$ cat config.mk
export PLATFORM = sky130hd
export DESIGN_NAME = uint_to_float_pipe_flat
export DESIGN_NICKNAME = d
export VERILOG_FILES = /design/src/rtl/uint_to_float_pipe_if.sv /design/src/rtl/uint_to_float_pipe.sv /design/src/flat_wrapper.sv
export SDC_FILE = /design/constraint.sdc
export NUM_CORES = 1
export LEC_CHECK = 0
export ABC_CLOCK_PERIOD_IN_PS = 2900
export CORE_ASPECT_RATIO = 1.75
export CORE_MARGIN = 5
export CORE_UTILIZATION = 50
export DETAILED_ROUTE_END_ITERATION = 8
export GPL_ROUTABILITY_DRIVEN = 0
export PLACE_DENSITY_LB_ADDON = 0.05
export SLEW_MARGIN = 20
export SYNTH_ARGS = -nofsm -noshare
export SYNTH_HDL_FRONTEND = slang
export SYNTH_SLANG_ARGS = --single-unit
$ cat constraint.sdc
create_clock -name clk -period 2.9 [get_ports clk]
set_input_delay 0.58 -clock clk [delete_from_list [all_inputs] [get_ports clk]]
set_output_delay 0.58 -clock clk [all_outputs]
set_load 0.05 [all_outputs]
$ cat src/rtl/uint_to_float_pipe_if.sv
// rtl/uint_to_float_pipe_if.sv - operand/result valid-ready bundle for uint_to_float_pipe
interface uint_to_float_pipe_if #(
    parameter int IN_W = 8
) ();
    logic [IN_W-1:0] in_data;
    logic            in_valid;
    logic            in_ready;
    logic [31:0]     out_data;
    logic            out_inexact;
    logic            out_valid;
    logic            out_ready;

    modport master (
        output in_data, in_valid, out_ready,
        input  in_ready, out_data, out_inexact, out_valid
    );

    modport slave (
        input  in_data, in_valid, out_ready,
        output in_ready, out_data, out_inexact, out_valid
    );
endinterface

$ cat src/rtl/uint_to_float_pipe.sv
// rtl/uint_to_float_pipe.sv - 3-stage unsigned fixed-point to IEEE-754 single converter
// Define UINT2FLT_RNE_EN for round-to-nearest-even; otherwise results are truncated.
module uint_to_float_pipe #(
    parameter int IN_W      = 8,
    parameter int FRAC_BITS = 8
) (
    input  logic              clk,
    input  logic              reset,
    uint_to_float_pipe_if.slave bus
);

    if (IN_W < 1 || IN_W > 32) begin : g_bad_in_w
        $error("uint_to_float_pipe: IN_W must be in 1..32");
    end
    if (FRAC_BITS > 126 || (IN_W - 1 - FRAC_BITS) > 127) begin : g_bad_frac
        $error("uint_to_float_pipe: FRAC_BITS puts results outside the normal range");
    end

    logic        s1_valid_q, s1_valid_d;
    logic [31:0] s1_data_q, s1_data_d;
    logic        s2_valid_q, s2_valid_d;
    logic [31:0] s2_data_q, s2_data_d;
    logic [4:0]  s2_msb_q, s2_msb_d;
    logic        s3_valid_q, s3_valid_d;
    logic [31:0] s3_data_q, s3_data_d;
    logic        s3_inexact_q, s3_inexact_d;

    logic        s1_load, s2_load, s3_load;
    logic [4:0]  msb_idx;
    logic [30:0] norm;
    logic [22:0] mant;
    logic        guard, sticky;
    logic [7:0]  exp_f;
    logic [30:0] packed_mag;

    // A stage may load when it is empty or its contents move on this edge.
    always_comb begin
        s3_load = !s3_valid_q || bus.out_ready;
        s2_load = !s2_valid_q || s3_load;
        s1_load = !s1_valid_q || s2_load;
    end

    assign bus.in_ready    = s1_load;
    assign bus.out_valid   = s3_valid_q;
    assign bus.out_data    = s3_data_q;
    assign bus.out_inexact = s3_inexact_q;

    always_comb begin
        msb_idx = '0;
        for (int i = 0; i < 32; i++) begin
            if (s1_data_q[i]) begin
                msb_idx = 5'(i);
            end
        end
    end

    // Shifting the MSB to bit 31 and dropping it leaves mantissa, guard and sticky in fixed places.
    always_comb begin
        norm       = 31'(s2_data_q << (5'd31 - s2_msb_q));
        mant       = norm[30:8];
        guard      = norm[7];
        sticky     = |norm[6:0];
        exp_f      = 8'd127 + 8'(s2_msb_q) - 8'(FRAC_BITS);
`ifdef UINT2FLT_RNE_EN
        packed_mag = {exp_f, mant} + 31'(guard && (sticky || mant[0]));
`else
        packed_mag = {exp_f, mant};
`endif
    end

    always_comb begin
        s1_valid_d   = s1_valid_q;
        s1_data_d    = s1_data_q;
        s2_valid_d   = s2_valid_q;
        s2_data_d    = s2_data_q;
        s2_msb_d     = s2_msb_q;
        s3_valid_d   = s3_valid_q;
        s3_data_d    = s3_data_q;
        s3_inexact_d = s3_inexact_q;

        if (s1_load) begin
            s1_valid_d = bus.in_valid;
            if (bus.in_valid) begin
                s1_data_d = 32'(bus.in_data);
            end
        end

        if (s2_load) begin
            s2_valid_d = s1_valid_q;
            if (s1_valid_q) begin
                s2_data_d = s1_data_q;
                s2_msb_d  = msb_idx;
            end
        end

        // Output registers only change on a real load so they hold steady under backpressure.
        if (s3_load) begin
            s3_valid_d = s2_valid_q;
            if (s2_valid_q) begin
                if (s2_data_q == 32'd0) begin
                    s3_data_d    = 32'd0;
                    s3_inexact_d = 1'b0;
                end else begin
                    s3_data_d    = {1'b0, packed_mag};
                    s3_inexact_d = guard || sticky;
                end
            end
        end
    end

    always_ff @(posedge clk) begin
        if (reset) begin
            s1_valid_q   <= 1'b0;
            s1_data_q    <= '0;
            s2_valid_q   <= 1'b0;
            s2_data_q    <= '0;
            s2_msb_q     <= '0;
            s3_valid_q   <= 1'b0;
            s3_data_q    <= '0;
            s3_inexact_q <= 1'b0;
        end else begin
            s1_valid_q   <= s1_valid_d;
            s1_data_q    <= s1_data_d;
            s2_valid_q   <= s2_valid_d;
            s2_data_q    <= s2_data_d;
            s2_msb_q     <= s2_msb_d;
            s3_valid_q   <= s3_valid_d;
            s3_data_q    <= s3_data_d;
            s3_inexact_q <= s3_inexact_d;
        end
    end

endmodule
$ cat src/flat_wrapper.sv
// flat-port wrapper written by rule: the top's interface ports become plain ports
module uint_to_float_pipe_flat 
#(
    parameter int IN_W      = 8,
    parameter int FRAC_BITS = 8
)
  (clk, reset, bus_in_data, bus_in_valid, bus_out_ready, bus_in_ready, bus_out_data, bus_out_inexact, bus_out_valid);
  uint_to_float_pipe_if #(.IN_W(IN_W)) bus_i ();
  input  logic clk;
  input  logic reset;
  input wire logic [$bits(bus_i.in_data)-1:0] bus_in_data;
  input wire logic [$bits(bus_i.in_valid)-1:0] bus_in_valid;
  input wire logic [$bits(bus_i.out_ready)-1:0] bus_out_ready;
  output wire logic [$bits(bus_i.in_ready)-1:0] bus_in_ready;
  output wire logic [$bits(bus_i.out_data)-1:0] bus_out_data;
  output wire logic [$bits(bus_i.out_inexact)-1:0] bus_out_inexact;
  output wire logic [$bits(bus_i.out_valid)-1:0] bus_out_valid;
  assign bus_i.in_data = bus_in_data;
  assign bus_i.in_valid = bus_in_valid;
  assign bus_i.out_ready = bus_out_ready;
  assign bus_in_ready = bus_i.in_ready;
  assign bus_out_data = bus_i.out_data;
  assign bus_out_inexact = bus_i.out_inexact;
  assign bus_out_valid = bus_i.out_valid;
  uint_to_float_pipe #(.IN_W(IN_W), .FRAC_BITS(FRAC_BITS)) u_core (.clk(clk), .reset(reset), .bus(bus_i));
endmodule
==> flow_summary.ini <==
[outcome]
run_status = complete, no violations

[final_layout]
multiInputGateArea_um2 = 773.2
antenna_cells = 0
final_cell_mix = 35 x nand2_1, 34 x dfxtp_1, 26 x a21oi_1, 26 x clkdlybuf4s50_1, 19 x conb_1
drive_gt1_share_pct = 5.505
finish.instance_area_mm2 = 0.001917
fillCellCount = 321
regArea_um2 = 680.7
nNetsFinal = 230
mostFrequentLayoutCell = nand2_1
area_delta_synth_final_pct = 18.03

[synthesis]
netlist_instances = 197
synth_top_area_share_pct = 41.91
synth_top_area_cell = dfxtp_1
netlist_top_cells_area = dfxtp_1 42%, buf_4 9.7%, nand2_1 8.1%
avgSynthCellArea_um2 = 8.244
synth-edff-count = 0
ys_seq_area_share_pct = 41.91
async_flop_share_pct = 0
ys.flop_type = dfxtp_1
ys_ff_latch = 34
yosysWarnings = 0
syn-cell-area_mm2 = 0.001624
yosysUniqueCellTypes = 40

[clock_network]
holdBufCountCts = 0
path_clk_slew_ns = 0.06
clk_latency_ns = 0.28
clock_sinks = 34
cts_tree = done
cts-root-buf = clkbuf_8
cts_buffer_depth = 2
post-cts-setup-buffers = 0
ctsResizeCount = 0
h-tree-depth = 2
tritoncts.num_buffers = 5

[place]
io_buffers = 27
placed_area_mm2 = 0.001826
hpwl_um = 2594

[drt]
drc = 0
first_pass_iters = 4
viasPerCell = 5.100
wl_um = 3391
first_iter_violations = 38
drtAntennaViolNets = 0
vias = 1331
drt-wirelength-per-cell_um = 12.99

[setup_path]
critPathKind = primary input to output port
critPathRequiredTime_ns = 2.32
crit_path_max_incr_delay_ns = 0.43
crit_chain = clkdlybuf4s50_1, nand4b_1, buf_12
worstPathMaxFanout = 3
cp.arrival_ns = 1.61
cp-start-kind = primary input
cp_slowest_cell = clkdlybuf4s50_1
cp-end-kind = output port

[power]
powerDensity_mw_per_mm2 = 523.3
seqPwrFrac_pct = 50.1
switching_share_pct = 28.70
clkPwrFrac_pct = 35.3
p_leak_nw = 0.7217
pwr-share-comb_pct = 14.6
ir_worst_vdd_v = 0.0004297
p_int_uw = 715.1
total_power_mw = 1.003
power.switching_uw = 287.9

[sta]
fin_skew_ns = 0.006003
maxSlewHeadroom_pct = 66.13
fin_crit_ns = 2.185
period_share_pct = 75.36
rsz0062_at_grt = false
hold_viol_final = 0
worst_hold_slack_ns = 0.4508
finalSetupViolations = 0
worst_slew_pin_slew_ns = 0.5074
max_clock_freq_ghz = 0.4576
setup-tns-final_ns = 0
drv_slew = 0

[global_routing]
grt_pass1_vias = 1304
grtUsageMet1_pct = 15.82
grt_pass1_wl_um = 5720
antenna_found_initial = 0
grt_util_met3_pct = 4.218
grt_overflow = 0
grt_max_degree = 30
gr-usage-met2_pct = 31.90
grtUsageTotal_pct = 16.71
grt.busiest_layer = met2

[flow_run]
cap_violations = 0

[die]
core_area_mm2 = 0.003142
start_util_pct = 51.69
die_h_um = 85.40
die_x_um = 53.08
row_count = 27
dieArea_mm2 = 0.004533
io_pins = 47

[worst_hold_path]
hold_class = flop to flop
worst max-delay path: cells and delay by family:
kind / cells / cell delay [ns]
buffers and inverters: 2 / 0.68
AND/OR/NAND/NOR: 1 / 0.34
power by group through the flow:
| stage | Clock [mW] | Combinational [mW] | Sequential (mW) |
|---|---|---|---|
| floorplan | 0 | 0.137 | 0.510 |
| global placement | 0 | 0.144 | 0.512 |
| detailed placement | 0 | 0.146 | 0.513 |
| CTS | 0.362 | 0.146 | 0.503 |
| global route | 0.381 | 0.158 | 0.506 |
| finish | 0.354 | 0.146 | 0.503 |
registers in the layout (all words and copies together) (netlist names):
register,cells
u_core.s2_data_q,8
u_core.bus.out_data,12
u_core.s2_msb_q,3
u_core.s2_valid_q,1
u_core.s1_valid_q,1
u_core.bus.out_valid,1
u_core.s1_data_q,8
worst paths after layout:
path	cells past startpoint	to	slack, ns	startpoint
max	3	bus_in_ready	0.71	bus_out_ready
min	2	u_core.bus.out_data[26]	0.45	u_core.bus.out_data[26]
max reg2reg	4	u_core.bus.out_data[16]	1.17	u_core.s2_data_q[0]
min reg2reg	2	u_core.bus.out_data[26]	0.45	u_core.bus.out_data[26]
metal layers:
layer	routed length, um	share of wire (%)
met1	1180	35
met2	1989	59
met3	160	4.7
met4	59	1.7
met5	0	0
kinds of logic after synthesis:
kind of cell | Yosys count | synth area share, %
and+or+nand+nor | 70 | 19.72
AOI/OAI and AO/OA | 43 | 16.80
buffers and inverters | 40 | 14.64
DFF | 34 | 41.91
muxes | 7 | 5.393
adders and majority gates | 1 | 0.7703
other | 1 | 0.2309
xor gates and xnor gates | 1 | 0.5394
final cells by class:
| type | instances | share of cell area [%] |
|---|---|---|
| clock buffer | 7 | 4.504 |
| timing repair buffer | 29 | 15.40 |
| tap | 43 | 2.807 |
| clock inverter | 1 | 0.2611 |
| multi-input combinational | 141 | 40.34 |
| inverter | 6 | 1.175 |
| sequential | 34 | 35.51 |
cell usage after synthesis, drive strengths merged, types with 2 or more instances:
library cell  count
nand2            35
dfxtp            34
a21oi            26
buf              24
nor2             11
clkbuf           10
nand3            10
inv               6
mux2i             5
a22oi             4
nand2b            3
a32oi             2
nand3b            2
nand4b            2
or4               2
stage by stage:
| step | setup slack (ns) | cells | utilization [%] |
|---|---|---|---|
| after CTS | 0.7150 | 261 | 61.01 |
| after global placement | 0.7304 | 253 | 58.10 |
| after detailed placement | 0.7394 | 253 | 58.10 |
| final | 0.7146 | 261 | 61.01 |
| after global routing | 0.6875 | 261 | 61.01 |
| after floorplan | 0.9977 | 215 | - |
Power figures use the tool's default switching activity.
